File: config.mk
export PLATFORM = sky130hd
export DESIGN_NAME = microsequencer
export DESIGN_NICKNAME = d
export VERILOG_FILES = /design/src/rtl/microsequencer.sv
export SDC_FILE = /design/constraint.sdc
export NUM_CORES = 1
export LEC_CHECK = 0
export CAP_MARGIN = 20
export CORE_ASPECT_RATIO = 0.75
export CORE_MARGIN = 2
export CORE_UTILIZATION = 39
export DETAILED_ROUTE_END_ITERATION = 6
export PLACE_DENSITY = 0.66
export SYNTH_ARGS = -nofsm -noshare
export SYNTH_HDL_FRONTEND = slang
export SYNTH_SLANG_ARGS = --single-unit
export TNS_END_PERCENT = 20
File: constraint.sdc
create_clock -name clk -period 3 [get_ports clk]
set_clock_uncertainty 0.15 [all_clocks]
set_input_delay 0.6 -clock clk [delete_from_list [all_inputs] [get_ports clk]]
set_output_delay 0.6 -clock clk [all_outputs]
set_load 0.01 [all_outputs]
File: src/rtl/microsequencer.sv
// Micro-state sequencer for the multicycle MIPS control unit: selects the next
// microprogram address (fetch / dispatch 1 / dispatch 2 / +1) and tracks errors.
// Optional performance counters are enabled with `define USEQ_PERF_EN.
module microsequencer #(
  parameter int STATE_W    = 4,
  parameter int NUM_STATES = 10
`ifdef USEQ_PERF_EN
  ,
  parameter int CNT_W      = 16
`endif
) (
  input  logic               clk,
  input  logic               reset,
  input  logic [5:0]         opcode,
  input  logic [1:0]         addrctl,
  input  logic               stall,
  output logic [STATE_W-1:0] state,
  output logic               instr_done,
  output logic               illegal_op,
  output logic               bad_state
`ifdef USEQ_PERF_EN
  ,
  output logic [CNT_W-1:0]   cycle_cnt,
  output logic [CNT_W-1:0]   instr_cnt
`endif
);

  typedef enum logic [1:0] {
    AC_FETCH = 2'b00,
    AC_DISP1 = 2'b01,
    AC_DISP2 = 2'b10,
    AC_SEQ   = 2'b11
  } addrctl_t;

  typedef enum logic [5:0] {
    OP_RTYPE = 6'b000000,
    OP_J     = 6'b000010,
    OP_BEQ   = 6'b000100,
    OP_LW    = 6'b100011,
    OP_SW    = 6'b101011
  } opcode_t;

  typedef enum logic [STATE_W-1:0] {
    US_FETCH  = 0,
    US_DECODE = 1,
    US_MEMADR = 2,
    US_MEMRD  = 3,
    US_MEMWB  = 4,
    US_MEMWR  = 5,
    US_EXEC   = 6,
    US_ALUWB  = 7,
    US_BRANCH = 8,
    US_JUMP   = 9
  } ustate_t;

  localparam logic [STATE_W:0] LIMIT = NUM_STATES[STATE_W:0];

  addrctl_t           ac;
  logic [STATE_W:0]   state_x;
  logic [STATE_W:0]   seq_inc;
  logic [STATE_W-1:0] nxt;
  logic               done_nxt;
  logic               ill_set;
  logic               bad_set;

  assign ac      = addrctl_t'(addrctl);
  assign state_x = {1'b0, state};
  assign seq_inc = state_x + {{STATE_W{1'b0}}, 1'b1};

  always_comb begin
    nxt      = state;
    done_nxt = 1'b0;
    ill_set  = 1'b0;
    bad_set  = 1'b0;
    if (state_x >= LIMIT) begin
      nxt     = US_FETCH;
      bad_set = 1'b1;
    end else begin
      case (ac)
        AC_FETCH: begin
          nxt      = US_FETCH;
          // Only a legitimate return from a non-fetch state completes an instruction
          done_nxt = (state != '0);
        end
        AC_SEQ: begin
          if (seq_inc >= LIMIT) begin
            nxt     = US_FETCH;
            bad_set = 1'b1;
          end else begin
            nxt = seq_inc[STATE_W-1:0];
          end
        end
        AC_DISP1: begin
          case (opcode)
            OP_RTYPE:     nxt = US_EXEC;
            OP_LW, OP_SW: nxt = US_MEMADR;
            OP_BEQ:       nxt = US_BRANCH;
            OP_J:         nxt = US_JUMP;
            default: begin
              nxt     = US_FETCH;
              ill_set = 1'b1;
            end
          endcase
        end
        AC_DISP2: begin
          case (opcode)
            OP_LW:   nxt = US_MEMRD;
            OP_SW:   nxt = US_MEMWR;
            default: begin
              nxt     = US_FETCH;
              ill_set = 1'b1;
            end
          endcase
        end
        default: nxt = US_FETCH;
      endcase
    end
  end

  always_ff @(posedge clk) begin
    if (reset) begin
      state      <= '0;
      instr_done <= 1'b0;
      illegal_op <= 1'b0;
      bad_state  <= 1'b0;
    end else if (stall) begin
      instr_done <= 1'b0;
    end else begin
      state      <= nxt;
      instr_done <= done_nxt;
      illegal_op <= illegal_op | ill_set;
      bad_state  <= bad_state | bad_set;
    end
  end

`ifdef USEQ_PERF_EN
  // instr_cnt advances on the same edge that raises instr_done, so it already
  // includes the instruction whose completion pulse is currently visible.
  always_ff @(posedge clk) begin
    if (reset) begin
      cycle_cnt <= '0;
      instr_cnt <= '0;
    end else begin
      cycle_cnt <= cycle_cnt + {{(CNT_W-1){1'b0}}, 1'b1};
      if (!stall && done_nxt)
        instr_cnt <= instr_cnt + {{(CNT_W-1){1'b0}}, 1'b1};
    end
  end
`endif

endmodule

==> results of run 1 <==
==> worst paths after layout <==
path	endpoint	slack, ps	cells after the start
max	state[3]	810	1
min	bad_state	380	2
max reg2reg	state[1]	940	7
min reg2reg	bad_state	380	2
==> flip-flops by register name, indices dropped and copies added (netlist names) <==
| name | count |
|---|---|
| bad_state | 1 |
| state | 4 |
| instr_done | 1 |
| illegal_op | 1 |
==> per-layer routing <==
metal	part of all wire	vias up	track usage	wire length, microns
met1	0.51	307	0.2352	827
li1	-	349	-	-
met4	0.012	0	0.1154	19
met5	0	-	0	0
met3	0.048	2	0.02239	77
met2	0.43	28	0.2344	690
==> cells in the mapped netlist <==
library cell	n
a211oi_1	3
a21o_1	1
a21oi_1	9
a22o_1	1
a22oi_1	1
a311oi_1	3
a32o_1	1
a32oi_1	1
and2_0	1
and2b_2	1
and3_1	1
and3_4	1
and4b_1	1
buf_2	1
buf_6	1
dfxtp_1	7
ha_1	9
inv_1	6
nand2_1	6
nand2b_1	1
nand3_1	3
nand3b_1	1
nand4_1	1
nor2_1	6
nor2_2	1
nor2b_1	2
nor3_1	2
nor3_4	1
nor4b_2	1
o211ai_1	1
o21ai_0	4
o31a_2	1
o31ai_1	1
or3_4	1
xnor2_1	1
xor2_1	1
==> report_power, final <==
part / total (mW) / switching (mW) / internal (mW)
clock: 0.0874 / 0.0365 / 0.0509
sequential: 0.0966 / 0.00221 / 0.0944
combinational: 0.0487 / 0.0236 / 0.0250
total: 0.233 / 0.0623 / 0.170
==> cell families after synthesis <==
logic type / Yosys count
compound gates: 27
xor+xnor: 2
fa+ha+maj: 9
buf+inv: 8
flops: 7
simple gates: 31
==> area by class of cell <==
class / count / area [sq um]
multi-input cells: 69 / 505.5
flip-flops and latches: 7 / 140.1
well taps: 22 / 27.53
fillers: 164 / 799.5
inverters: 6 / 22.52
repair buffers: 17 / 170.2
clock buffers: 4 / 26.28
==> stage by stage <==
step                      hold WS, ps    util  instances  power [mW]  cell area [sq um]
after global placement          352.0  0.5118        121      0.1469              865.8
after global routing            404.6  0.5274        125      0.2460              892.1
after floorplan                 378.4       -         84      0.1227              684.4
after detailed placement        373.2  0.5118        121      0.1468              865.8
final                           378.5  0.5274        125      0.2326              892.1
after CTS                       383.4  0.5274        125      0.2338              892.1
==> layout by cell type (no fill, tap or decap), drive strengths merged, types with 2 or more instances in the layout <==
cell	synthesis	routed
nand3	3	3
a311oi	3	3
ha	9	9
clkdlybuf4s50	0	17
dfxtp	7	7
o21ai	4	4
nand2	6	6
nor3	3	3
inv	6	6
and3	2	2
a21oi	9	9
a211oi	3	3
nor2b	2	2
nor2	7	7
clkbuf	0	4
==> insert_results.sql, run 1 <==
INSERT INTO impl_metrics (metric_group, metric, value, unit) VALUES
('timing', 'worstMarginPinSlew', '418.7', 'ps'),
('clock_network', 'clkSinkCount', '7', ''),
('run', 'count_of_max_cap_constraint_violations', '0', ''),
('clock_network', 'clock_tree_from_tritoncts', 'done', ''),
('power_and_ir_drop', 'ir_drop', '0.0001284', 'V'),
('yosys', 'synth.lib_cells_used.distinct', '36', ''),
('placement', 'gp_routability_congestion', '0.8309', ''),
('worst_setup_path', 'crit_path_top_delay_cell', 'clkdlybuf4s50_1', ''),
('clock_network', 'cts.path.max_buffers', '2', ''),
('worst_setup_path', 'crit_required', '2250', 'ps'),
('yosys', 'synth_area_per_cell', '8.148', 'sq um'),
('floorplanning', 'die_x', '52.37', 'microns'),
('status', 'outcome', 'finished, final reports clean', ''),
('worst_setup_path', 'timing.critical_path.fanout_max', '11', ''),
('worst_setup_path', 'cp.buffers_inverters', '1', ''),
('global_route', 'antenna_found_initial', '0', ''),
('worst_setup_path', 'worstSetupStartpoint', 'state[3]', ''),
('yosys', 'synth_nets', '104', ''),
('drt', 'initial_detailed_routing_violation_count', '25', ''),
('floorplanning', 'initial_utilization', '0.4046', ''),
('placement', 'place_worst_setup_slack', '697.5', 'ps'),
('global_route', 'grt_remaining_overflow', '0', ''),
('drt', 'drtPass1Iterations', '4', ''),
('timing', 'setup_ws_final', '806.8', 'ps'),
('power_and_ir_drop', 'p_leak', '0.3492', 'nW'),
('clock_network', 'worst_skew_pair.late_latency', '250', 'ps'),
('yosys', 'adder_cell_fraction_of_synth_area', '0.1645', ''),
('drt', 'vias', '686', ''),
('floorplanning', 'fp.dieH', '40.28', 'microns'),
('global_route', 'first_global_vias', '538', ''),
('floorplanning', 'placeableCoreArea', '1692', 'sq um'),
('power_and_ir_drop', 'power-per-cell-area', '260.8', 'nW/um^2'),
('floorplanning', 'placementRows', '13', ''),
('worst_setup_path', 'crit_chain', 'clkdlybuf4s50_1', ''),
('clock_network', 'cts.hold.buffers_added', '0', ''),
('timing', 'layout_min_cycle_time', '2193', 'ps'),
('yosys', 'post_synth_main_area_contributors', 'dfxtp_1 (20%), ha_1 (16%), a21oi_1 (6.6%)', ''),
('clock_network', 'numCtsBuffers', '3', ''),
('layout', 'area.growth.synth_to_final', '30.35', '%'),
('timing', 'maxSlewViolCount', '0', ''),
('layout', 'layout.nets', '124', ''),
('yosys', 'synth-simple-area-share', '0.2834', ''),
('yosys', 'register_area_share_after_synthesis', '0.2048', ''),
('drt', 'remaining_drc_errors', '0', ''),
('timing', 'final_hold_viol_count', '0', ''),
('yosys', 'synth.cell_area', '684.4', 'sq um'),
('yosys', 'muxShareOfSynthArea', '0', ''),
('worst_setup_path', 'cp_data_arrival_time', '1440', 'ps'),
('global_route', 'grt_first_pass_wirelength', '2442', 'microns'),
('yosys', 'post_synth_xor_area_fraction', '0.02559', ''),
('global_route', 'grt_max_degree', '12', ''),
('yosys', 'combinational_family_with_the_most_area_after_synthesis', 'simple AND/OR/NAND/NOR gates', ''),
('worst_setup_path', 'path_delay_family', 'buffers and inverters', ''),
('yosys', 'synth_top_area_share', '0.2048', ''),
('worst_setup_path', 'max_stage_delay', '620', 'ps'),
('floorplanning', 'io-pin-count', '18', ''),
('worst_setup_path', 'rr_startpoint', 'state[1]', ''),
('worst_setup_path', 'worst_setup_ep_type', 'primary output', ''),
('timing', 'timing.max_slew.rel_slack', '0.7205', ''),
('timing', 'grt_setup_unrepaired', 'no', ''),
('layout', 'diodes', '0', ''),
('yosys', 'yosys_register_bits', '7', ''),
('clock_network', 'cts.htree.levels', '1', ''),
('yosys', 'synth.largest_area_cell', 'dfxtp_1', ''),
('worst_hold_path', 'worstHoldPathType', 'reg2reg', ''),
('drt', 'detail_routed_net_length_per_standard_cell', '12.92', 'microns'),
('yosys', 'synth-compound-area-share', '0.2651', ''),
('worst_hold_path', 'worstHoldStart', 'bad_state', ''),
('clock_network', 'cts_setup_buffers', '0', ''),
('layout', 'layout-drive-gt1-share', '0.09709', ''),
('timing', 'max_freq', '456.0', 'MHz');
Power figures use the tool's default switching activity.
==> inputs of run 2 (changes only) <==
--- a/config.mk
+++ b/config.mk
@@ -10,7 +10,7 @@
 export CORE_MARGIN = 2
 export CORE_UTILIZATION = 39
 export DETAILED_ROUTE_END_ITERATION = 6
-export PLACE_DENSITY = 0.66
+export PLACE_DENSITY = 0.69
 export SYNTH_ARGS = -nofsm -noshare
 export SYNTH_HDL_FRONTEND = slang
 export SYNTH_SLANG_ARGS = --single-unit
==> constraint.sdc (replaced) <==
create_clock -name clk -period 2 [get_ports clk]
set_clock_uncertainty 0.15 [all_clocks]
set_input_delay 0.4 -clock clk [delete_from_list [all_inputs] [get_ports clk]]
set_output_delay 0.4 -clock clk [all_outputs]
set_load 0.01 [all_outputs]
==> run 2 against run 1 <==
First-iteration DRC count is 44% lower. Combinational power is 78% higher. Largest power group unchanged. Critical endpoint is now state[2]. Critical path type unchanged. Hold slack better by 4.3 ps. Total power up 57%. Cell count up 7.2%.
==> insert_results.sql, run 2 (synthesis gave the netlist of run 1 again) <==
INSERT INTO impl_metrics (metric_group, metric, value, unit) VALUES
('global_route', 'antenna_found_initial', '0', ''),
('worst_setup_path', 'worst_setup_ep_type', 'primary output', ''),
('global_route', 'groute.usage.overall', '0.1815', ''),
('floorplanning', 'fp.dieArea', '2109', 'sq um'),
('timing', 'timing.max_slew.rel_slack', '0.7835', ''),
('worst_setup_path', 'crit_required', '1450', 'ps'),
('layout', 'largest_register_ff_count', '4', ''),
('floorplanning', 'placementRows', '13', ''),
('clock_network', 'buffer_type_at_the_clock_tree_root', 'clkbuf_4', ''),
('timing', 'worstMarginPinSlew', '323.7', 'ps'),
('timing', 'setup_ws_final', '88.46', 'ps'),
('floorplanning', 'die_x', '52.37', 'microns'),
('floorplanning', 'initial_utilization', '0.4046', ''),
('drt', 'avgViaCountPerCell', '5.455', ''),
('placement', 'gp_routability_congestion', '0.7699', ''),
('run', 'count_of_max_cap_constraint_violations', '0', ''),
('layout', 'top_register', 'state', ''),
('clock_network', 'clkSinkCount', '7', ''),
('timing', 'final_hold_viol_count', '0', ''),
('layout', 'final_cell_mix', 'clkdlybuf4s50_1 (17), a21oi_1 (9), ha_1 (9), buf_4 (9)', ''),
('drt', 'finalWirelength', '1668', 'microns'),
('drt', 'remaining_drc_errors', '0', ''),
('placement', 'numPortBuffers', '17', ''),
('layout', 'layout.nets', '133', ''),
('timing', 'final.period_utilization', '0.9558', ''),
('floorplanning', 'fp.dieH', '40.28', 'microns'),
('worst_setup_path', 'path_delay_family', 'buffers and inverters', ''),
('power_and_ir_drop', 'finalPower', '0.3654', 'mW'),
('timing', 'timing.final.setup_violations', '0', ''),
('floorplanning', 'placeableCoreArea', '1692', 'sq um'),
('layout', 'area.sequential', '143.9', 'sq um'),
('placement', 'dp_hpwl', '1335', 'microns'),
('status', 'outcome', 'finished, final reports clean', ''),
('layout', 'finish.utilization', '0.5732', ''),
('drt', 'drtPass1Iterations', '4', ''),
('power_and_ir_drop', 'power-per-cell-area', '376.8', 'nW/um^2'),
('drt', 'vias', '731', ''),
('global_route', 'grt_remaining_overflow', '0', ''),
('power_and_ir_drop', 'ir_drop', '0.0002901', 'V'),
('worst_setup_path', 'cp_data_arrival_time', '1360', 'ps'),
('clock_network', 'cts.htree.levels', '1', ''),
('worst_hold_path', 'worstHoldPathType', 'reg2reg', ''),
('worst_setup_path', 'critPathLaunchType', 'flop', ''),
('layout', 'multiInputGateArea', '511.7', 'sq um'),
('clock_network', 'cts_setup_buffers', '0', ''),
('timing', 'grt_setup_unrepaired', 'no', ''),
('worst_setup_path', 'crit_chain', 'clkdlybuf4s50_1', ''),
('layout', 'layout-drive-gt1-share', '0.2054', ''),
('clock_network', 'worst_skew_pair.late_latency', '260', 'ps'),
('layout', 'nFillCells', '153', ''),
('worst_setup_path', 'crit_path_top_delay_cell', 'clkdlybuf4s50_1', ''),
('power_and_ir_drop', 'p_leak', '0.3976', 'nW'),
('placement', 'place_worst_setup_slack', '-21.14', 'ps'),
('timing', 'max_freq', '523.1', 'MHz'),
('clock_network', 'clock_tree_from_tritoncts', 'done', ''),
('clock_network', 'cts.path.max_buffers', '2', ''),
('layout', 'commonest_non_fill_non_tap_cell_in_the_layout', 'clkdlybuf4s50_1', ''),
('worst_setup_path', 'timing.critical_path.fanout_max', '8', ''),
('timing', 'layout_min_cycle_time', '1912', 'ps'),
('global_route', 'grt_first_pass_wirelength', '2670', 'microns'),
('drt', 'detail_routed_net_length_per_standard_cell', '12.45', 'microns'),
('layout', 'diodes', '0', ''),
('drt', 'drtAntennaViolNets', '0', ''),
('worst_setup_path', 'timing_worst_setup_path_type', 'reg2out', ''),
('clock_network', 'numCtsBuffers', '3', ''),
('drt', 'initial_detailed_routing_violation_count', '14', ''),
('timing', 'maxSlewViolCount', '0', ''),
('global_route', 'first_global_vias', '621', ''),
('global_route', 'grt_max_degree', '12', ''),
('clock_network', 'worst_setup_hold_path_clk_slew', '60', 'ps'),
('worst_setup_path', 'max_stage_delay', '610', 'ps'),
('worst_setup_path', 'cp.buffers_inverters', '1', ''),
('floorplanning', 'io-pin-count', '18', ''),
('layout', 'area.growth.synth_to_final', '41.68', '%');
-- run 2: final cells by class --
class,instances,area share
flip-flops and latches,7,0.1484
clock buffers,4,0.02710
repair buffers,26,0.2452
multi-input cells,69,0.5277
inverters,6,0.02323
well taps,22,0.02839
-- run 2: what timing repair did --
action / CTS / global route
resized for setup: 0 / 4
hold buffers: 0 / 0
setup endpoints to repair: 0 / 3
-- run 2: worst min-delay path: cells and delay by family, from the launching register on --
family / cells / cell delay, ps
AND/OR/NAND/NOR: 2 / 170
flip-flops: 1 / 320
-- run 2: routing by layer --
metal | global-route usage | part of all wire | vias to the layer above
li1 | - | - | 369
met1 | 0.2357 | 0.46 | 334
met2 | 0.3000 | 0.46 | 28
met3 | 0.04478 | 0.079 | 0
met4 | 0.05769 | 0 | 0
met5 | 0 | 0 | -
-- run 2: worst paths after layout --
| kind | endpoint | cells after the start | startpoint | slack [ps] |
|---|---|---|---|---|
| max reg2reg | state[0] | 6 | state[1] | 120 |
| max | state[2] | 1 | state[2] | 90 |
| min | bad_state | 2 | bad_state | 380 |
| min reg2reg | bad_state | 2 | bad_state | 380 |
-- run 2: metrics by stage --
| step | setup TNS, ps | instance area, sq um | cells | hold WS (ps) |
|---|---|---|---|---|
| floorplan | 0 | 684.4 | 84 | 319.1 |
| global placement | -53.97 | 933.4 | 130 | 360.0 |
| detailed placement | -37.32 | 933.4 | 130 | 373.0 |
| CTS | 0 | 959.7 | 134 | 383.0 |
| global route | 0 | 969.7 | 134 | 401.1 |
| finish | 0 | 969.7 | 134 | 382.9 |
-- run 2: report_power, final --
part	leakage (nW)	switching, mW	internal [mW]
sequential	0.0580	0.00199	0.142
clock	0.0150	0.0585	0.0765
combinational	0.325	0.0397	0.0469
total	0.398	0.100	0.265
